**src/rtl/counter_run_scheduler.sv**
```systemverilog
// Round-robin scheduler that time-shares one up-counter among NUM_REQ requesters.
// Each grant clears the counter, waits for the requested count, then acks the owner.
module counter_run_scheduler #(
  parameter int WIDTH   = 8,
  parameter int NUM_REQ = 4,
  parameter int GRANT_W = $clog2(NUM_REQ)
) (
  input  logic                     clk,
  input  logic                     reset,
  input  logic [NUM_REQ-1:0]       req,
  input  logic [NUM_REQ*WIDTH-1:0] req_len,
  input  logic [WIDTH-1:0]         cnt_count,
  input  logic                     cnt_done,
  output logic                     cnt_clear,
  output logic [NUM_REQ-1:0]       grant,
  output logic [GRANT_W-1:0]       grant_idx,
  output logic [NUM_REQ-1:0]       ack,
  output logic                     err,
  output logic                     busy
);

  typedef enum logic [1:0] {IDLE, CLEAR, RUN, DONE} state_t;

  state_t               r_state,     w_state_nxt;
  logic                 r_cnt_clear, w_cnt_clear_nxt;
  logic [NUM_REQ-1:0]   r_grant,     w_grant_nxt;
  logic [GRANT_W-1:0]   r_grant_idx, w_grant_idx_nxt;
  logic [NUM_REQ-1:0]   r_ack,       w_ack_nxt;
  logic                 r_err,       w_err_nxt;
  logic                 r_busy,      w_busy_nxt;
  logic [GRANT_W-1:0]   r_rr_ptr,    w_rr_ptr_nxt;
  logic [WIDTH-1:0]     r_target,    w_target_nxt;

  logic                 w_pick_vld;
  logic [GRANT_W-1:0]   w_pick_idx;
  logic [GRANT_W:0]     w_cand;

  function automatic logic [GRANT_W-1:0] next_ptr(input logic [GRANT_W-1:0] p);
    if (p == GRANT_W'(NUM_REQ - 1)) return '0;
    return p + GRANT_W'(1);
  endfunction

  function automatic logic [NUM_REQ-1:0] onehot(input logic [GRANT_W-1:0] p);
    logic [NUM_REQ-1:0] v;
    v    = '0;
    v[p] = 1'b1;
    return v;
  endfunction

  // Search starts at rr_ptr; walking offsets downwards lets the smallest offset win.
  always_comb begin
    w_pick_vld = 1'b0;
    w_pick_idx = '0;
    w_cand     = '0;
    for (int k = NUM_REQ - 1; k >= 0; k--) begin
      w_cand = {1'b0, r_rr_ptr} + (GRANT_W+1)'(k);
      if (w_cand >= (GRANT_W+1)'(NUM_REQ)) w_cand = w_cand - (GRANT_W+1)'(NUM_REQ);
      if (req[w_cand[GRANT_W-1:0]]) begin
        w_pick_vld = 1'b1;
        w_pick_idx = w_cand[GRANT_W-1:0];
      end
    end
  end

  always_comb begin
    w_state_nxt     = r_state;
    w_cnt_clear_nxt = 1'b0;
    w_grant_nxt     = r_grant;
    w_grant_idx_nxt = r_grant_idx;
    w_ack_nxt       = '0;
    w_err_nxt       = 1'b0;
    w_busy_nxt      = r_busy;
    w_rr_ptr_nxt    = r_rr_ptr;
    w_target_nxt    = r_target;
    case (r_state)
      IDLE: begin
        w_grant_nxt     = '0;
        w_grant_idx_nxt = '0;
        w_busy_nxt      = 1'b0;
        if (w_pick_vld) begin
          w_state_nxt     = CLEAR;
          w_cnt_clear_nxt = 1'b1;
          w_grant_nxt     = onehot(w_pick_idx);
          w_grant_idx_nxt = w_pick_idx;
          w_busy_nxt      = 1'b1;
          w_target_nxt    = req_len[int'(w_pick_idx)*WIDTH +: WIDTH];
        end
      end
      CLEAR: begin
        if (r_target == '0) begin
          w_state_nxt = DONE;
          w_ack_nxt   = onehot(r_grant_idx);
        end else begin
          w_state_nxt = RUN;
        end
      end
      RUN: begin
        // Owner withdrawal beats completion, which beats counter termination.
        if (!req[r_grant_idx]) begin
          w_state_nxt     = IDLE;
          w_grant_nxt     = '0;
          w_grant_idx_nxt = '0;
          w_busy_nxt      = 1'b0;
          w_rr_ptr_nxt    = next_ptr(r_grant_idx);
        end else if (cnt_count == r_target) begin
          w_state_nxt = DONE;
          w_ack_nxt   = onehot(r_grant_idx);
        end else if (cnt_done) begin
          w_state_nxt = DONE;
          w_ack_nxt   = onehot(r_grant_idx);
          w_err_nxt   = 1'b1;
        end
      end
      DONE: begin
        w_state_nxt     = IDLE;
        w_grant_nxt     = '0;
        w_grant_idx_nxt = '0;
        w_busy_nxt      = 1'b0;
        w_rr_ptr_nxt    = next_ptr(r_grant_idx);
      end
      default: w_state_nxt = IDLE;
    endcase
  end

  always_ff @(posedge clk) begin
    if (reset) begin
      r_state     <= IDLE;
      r_cnt_clear <= 1'b0;
      r_grant     <= '0;
      r_grant_idx <= '0;
      r_ack       <= '0;
      r_err       <= 1'b0;
      r_busy      <= 1'b0;
      r_rr_ptr    <= '0;
      r_target    <= '0;
    end else begin
      r_state     <= w_state_nxt;
      r_cnt_clear <= w_cnt_clear_nxt;
      r_grant     <= w_grant_nxt;
      r_grant_idx <= w_grant_idx_nxt;
      r_ack       <= w_ack_nxt;
      r_err       <= w_err_nxt;
      r_busy      <= w_busy_nxt;
      r_rr_ptr    <= w_rr_ptr_nxt;
      r_target    <= w_target_nxt;
    end
  end

  assign cnt_clear = r_cnt_clear;
  assign grant     = r_grant;
  assign grant_idx = r_grant_idx;
  assign ack       = r_ack;
  assign err       = r_err;
  assign busy      = r_busy;

endmodule
```
**config.mk**
```make
export PLATFORM = sky130hd
export DESIGN_NAME = counter_run_scheduler
export DESIGN_NICKNAME = d
export VERILOG_FILES = /design/src/rtl/counter_run_scheduler.sv
export SDC_FILE = /design/constraint.sdc
export NUM_CORES = 1
export LEC_CHECK = 0
export ABC_CLOCK_PERIOD_IN_PS = 1800
export BUFFER_PORTS_ARGS = -buffer_cell sky130_fd_sc_hd__buf_2
export CORE_MARGIN = 2
export CORE_UTILIZATION = 30
export DETAILED_ROUTE_END_ITERATION = 6
export GPL_ROUTABILITY_DRIVEN = 1
export HOLD_SLACK_MARGIN = 0.06
export PLACE_DENSITY = 0.55
export REMOVE_ABC_BUFFERS = 1
export SYNTH_ARGS = -nofsm -noshare
export SYNTH_HDL_FRONTEND = slang
export SYNTH_SLANG_ARGS = --single-unit
```
**constraint.sdc**
```tcl
create_clock -name clk -period 1.8 [get_ports clk]
set_input_delay 0.18 -clock clk [delete_from_list [all_inputs] [get_ports clk]]
set_output_delay 0.18 -clock clk [all_outputs]
set_load 0.02 [all_outputs]
```
; ---- Word-level counts from Yosys, hierarchy flattened
; Index checks and enable logic that the tools add are counted.
; Widths: inputs -> output; s select.
[word_totals]
regBits = 25
[classes]
n_shift = 1
eq_ne = 8
n_mux = 56
magnitude_cmp = 12
n_reduce_logical = 12
addsub = 8
bitwise = 3
[op_table]
columns = op, count
row1 = $mux 2, 18
row2 = $shiftx 32x6->8, 1
row3 = $mux 4, 6
row4 = $mux 1, 19
row5 = $lt 2x3->1 const B, 6
row6 = $pmux 4 s3, 1
row7 = $bmux 1 s2, 5
row8 = $ge 3x3->1 const B, 3
row9 = $eq 8x8->1, 1
row10 = $logic_not 8->1, 1
row11 = $pmux 2 s4, 1
row12 = $pmux 4 s2, 1
row13 = $reduce_and 2->1, 4
row14 = $sub 2x1->2 const B, 4
row15 = $add 2x2->3 const B, 2
row16 = $eq 2x2->1 const B, 3
row17 = $pmux 2 s3, 1
row18 = $demux 1 s2, 2
row19 = $ge 2x1->1 const B, 2
row20 = $ne 2x2->1 const B, 2
row21 = $ne 4x4->1 const B, 1
row22 = $pmux 2 s2, 1
row23 = $reduce_or 4->1, 1
row24 = $add 2x1->3 const B, 1
row25 = other kinds (10), 13

; ---- Depth between registers and ports, before layout
[logic_depth]
depth_word = 15
mapped_depth = 6

; ---- Worst setup path after synthesis
; Ideal clock, no wire load.
[synth_path]
kind = register -> register
startpoint = register r_state[0]
endpoint = register r_grant[0] (netlist: grant[0])
n_path_buf = 0
stages_incl_launch_ff = 6
slack_ns = 0.060
period_less_slack_ns = 1.740
t_arrival_ns = 1.669
path_cell_list = dfxtp_1 inv_1 ha_1 nor4_2 or3b_1 a21oi_1
[synth_between]
elab_chain_cells = 3
[synth_rtl]
columns = item, line
row1 = from (decl), 24  ; state_t r_state, w_state_nxt;
row2 = from (signal assigned), 137  ; r_state <= w_state_nxt;
row3 = $eq 2x2->1 / $logic_not 2->1 (equally long branches), 75  ; case (r_state)
row4 = $ne 2x2->1 (no source line) / $reduce_bool 3->1 (equally long branches), n/a
row5 = $reduce_and 2->1 (no source line), n/a
row6 = to (signal assigned), 139  ; r_grant <= w_grant_nxt;
row7 = to (decl), 26  ; logic [NUM_REQ-1:0] r_grant, w_grant_nxt;
; Parallel ways exist; a longest one is shown, timed or not.
; A chain may end at the register's enable or synchronous reset.

; ---- Worst setup path in the final report
; Ends and elaborated chain as after synthesis.

==> run_results.csv <==
group,metric,value,unit
status,status,"finished, final reports clean",
clock_tree,post-cts-setup-buffers,0,
clock_tree,clock_sinks,25,
clock_tree,holdBufCountCts,0,
critical_path,start_kind,"flip-flop",
critical_path,critPathKind,"flip-flop to flip-flop",
clock_tree,clk_pin_slew,0.09,ns
sta,slew_headroom,61.4,%
clock_tree,cts_tree,"built",
floorplanning,fp.dieH,73.6,microns
floorplanning,rows,25,
floorplanning,die_x,73.6,microns
detailed_routing,initialDrtViolationCount,31,
placement,dp.cells,273,
clock_tree,cts.path.max_buffers,2,
placement,portBuffers,59,
worst_hold_path,min_path_type,"input pin to flip-flop",
grt,groute.usage.overall,13.3,%
power,p_per_area,860,nW/um^2
grt,antenna_found_initial,0,
synth,yosys_warnings,0,
critical_path,worst-path-max-fanout,5,
synth,synthArstFlopShare,0,%
grt,overflow,0,
detailed_routing,routed_wl,3390,microns
detailed_routing,vias,1313,
power,p_leak,0.000899,uW
flow_run,maxCapViolations,0,
synth,yosys.area_share.simple,19.1,%
floorplanning,start_util,31.0,%
critical_path,critPathRequiredTime,2.01,ns
synth,seq_area_frac_synth,34.5,%
synth,synth_ff_type,"dfxtp_1",
finish,syn_to_final_growth,32.6,%
floorplanning,core,4690,sq um
critical_path,cp.arrival,1.84,ns
detailed_routing,firstDrtPassIters,4,
critical_path,path_cells,"inv_1 -> ha_1 -> nor4_2 -> or3b_1 -> a21oi_1",
synth,synth_top_family_by_area,"simple AND/OR/NAND/NOR gates",
clock_tree,cts_htree_levels,1,
detailed_routing,drc,0,
sta,setup_viol,0,
sta,finClkSkew,0.00511,ns
clock_tree,ctsRootBufferMaster,"clkbuf_8",
synth,syn_area,1450,sq um
clock_tree,clk_latency,0.27,ns
finish,fillerInstances,495,
sta,tightest_slew,0.574,ns
synth,synth-compound-area-share,15.4,%
sta,period_minus_slack,1.63,ns
finish,layout_common_cells,"59 x buf_2, 25 x dfxtp_1, 18 x mux2i_1, 17 x nor2_1, 16 x nand2_1",
grt,grt_pass1_wl,5610,microns
placement,place_hpwl,2710,microns
synth,yosys.area_share.adder,8.61,%
critical_path,cpMaxStageDelayCell,"dfxtp_1",
sta,fin_crit_sh,90.8,%
sta,hold_viol,0,
finish,layout.cells.non_filler,277,
clock_tree,cts_made_buffers,3,
critical_path,crit_path_max_incr_delay,0.39,ns
floorplanning,die-area,5410,sq um
critical_path,crit_path_end_kind,"flip-flop",
sta,maxSlewViolCount,0,
finish,nets,281,
critical_path,crit_family,"simple AND/OR/NAND/NOR gates",
synth,ys_seq_elements,25,
sta,holdWs,0.118,ns
finish,layout_commonest_cell,"buf_2",
sta,max_freq,0.612,GHz
floorplanning,ios,60,
finish,antenna_cells,0,
grt,grt_max_degree,22,
synth,muxShareOfSynthArea,14.0,%
synth,synthDistinctLibCells,34,
critical_path,path_buf_inv,1,
finish,layout-drive-gt1-share,35.4,%
power,vdd_drop_max,0.000279,V
critical_path,r2r_slack,0.17,ns
synth,syn_inst,155,
synth,syn_area_per_cell,9.37,sq um
sta,rsz0062_at_grt,"no",
clock_tree,cts_resized,0,
detailed_routing,antenna_left,0,
detailed_routing,routedWlPerCell,12.2,microns
grt,grt_pass1_vias,1254,
placement,gp_congestion,0.790,
placement,placed_area,1870,sq um
finish,fin_area,1930,sq um
synth,synth_xor_area_share,4.82,%
detailed_routing,vias_per_cell,4.74,
synth,synth_edf_count,0,
==> metrics by stage <==
step	setup slack, ns	TNS (ns)	util (%)	power (uW)
2_1_floorplan	-0.402	-4.47	-	1100
3_3_place_gp	0.196	0	39.9	1330
3_5_place_dp	0.148	0	39.9	1330
4_1_cts	0.130	0	40.9	1680
5_1_grt	0.0251	0	41.0	1780
6_report	0.165	0	41.0	1660
==> logic make-up after synthesis <==
group / Yosys count
compound gates: 28
xor+xnor: 8
fa+ha+maj: 10
buf+inv: 11
flops: 25
mux: 19
simple gates: 54
==> layout make-up <==
class                           count  area (sq um)  area share, %
Clock buffer                        4          45.0           2.34
Inverter                            8          30.0           1.56
Multi-Input combinational cell    119           915           47.5
Timing Repair Buffer               67           368           19.1
Sequential cell                    25           500           26.0
Tap cell                           54          67.6           3.51
==> power by group <==
group / internal (uW) / switching [uW]
logic: 298 / 327
registers: 633 / 59.9
clock network: 158 / 181
==> sequential cells by signal, summed over array words and instances (netlist names) <==
signal	count
r_target	8
ack	4
grant	4
grant_idx	2
r_rr_ptr	2
r_state	2
busy	1
cnt_clear	1
err	1
==> per-layer routing <==
| layer | wire [microns] | GRT usage, % |
|---|---|---|
| met3 | 263 | 3.29 |
| met4 | 36 | 4.24 |
| met1 | 1560 | 17.7 |
| met2 | 1520 | 21.0 |
| met5 | 0 | 0 |
==> Yosys cell counts, types with 2 or more instances <==
cell type	n	area share (%)
nor3_1	2	0.69
nor4_2	2	1.7
nor3b_1	4	2.1
a32oi_1	2	1.2
o221ai_1	8	4.8
nand2b_1	3	1.3
nand3b_1	2	1.0
a211oi_2	2	1.7
o21a_1	2	1.0
a22oi_1	2	1.0
a21oi_1	7	2.4
ha_1	10	8.6
mux2i_1	18	12
xor2_1	8	4.8
dfxtp_1	25	34
nor2_1	17	4.4
nand2_1	17	4.4
inv_1	8	2.1
==> final timing paths <==
| check | endpoint | cells past startpoint | start |
|---|---|---|---|
| setup / recovery | grant[0] | 5 | r_state[0] |
| hold / removal | cnt_clear | 2 | reset |
| setup reg to reg | grant[0] | 5 | r_state[0] |
| hold reg to reg | grant[0] | 2 | grant[0] |
No activity file was read; power rests on OpenSTA's default activity.
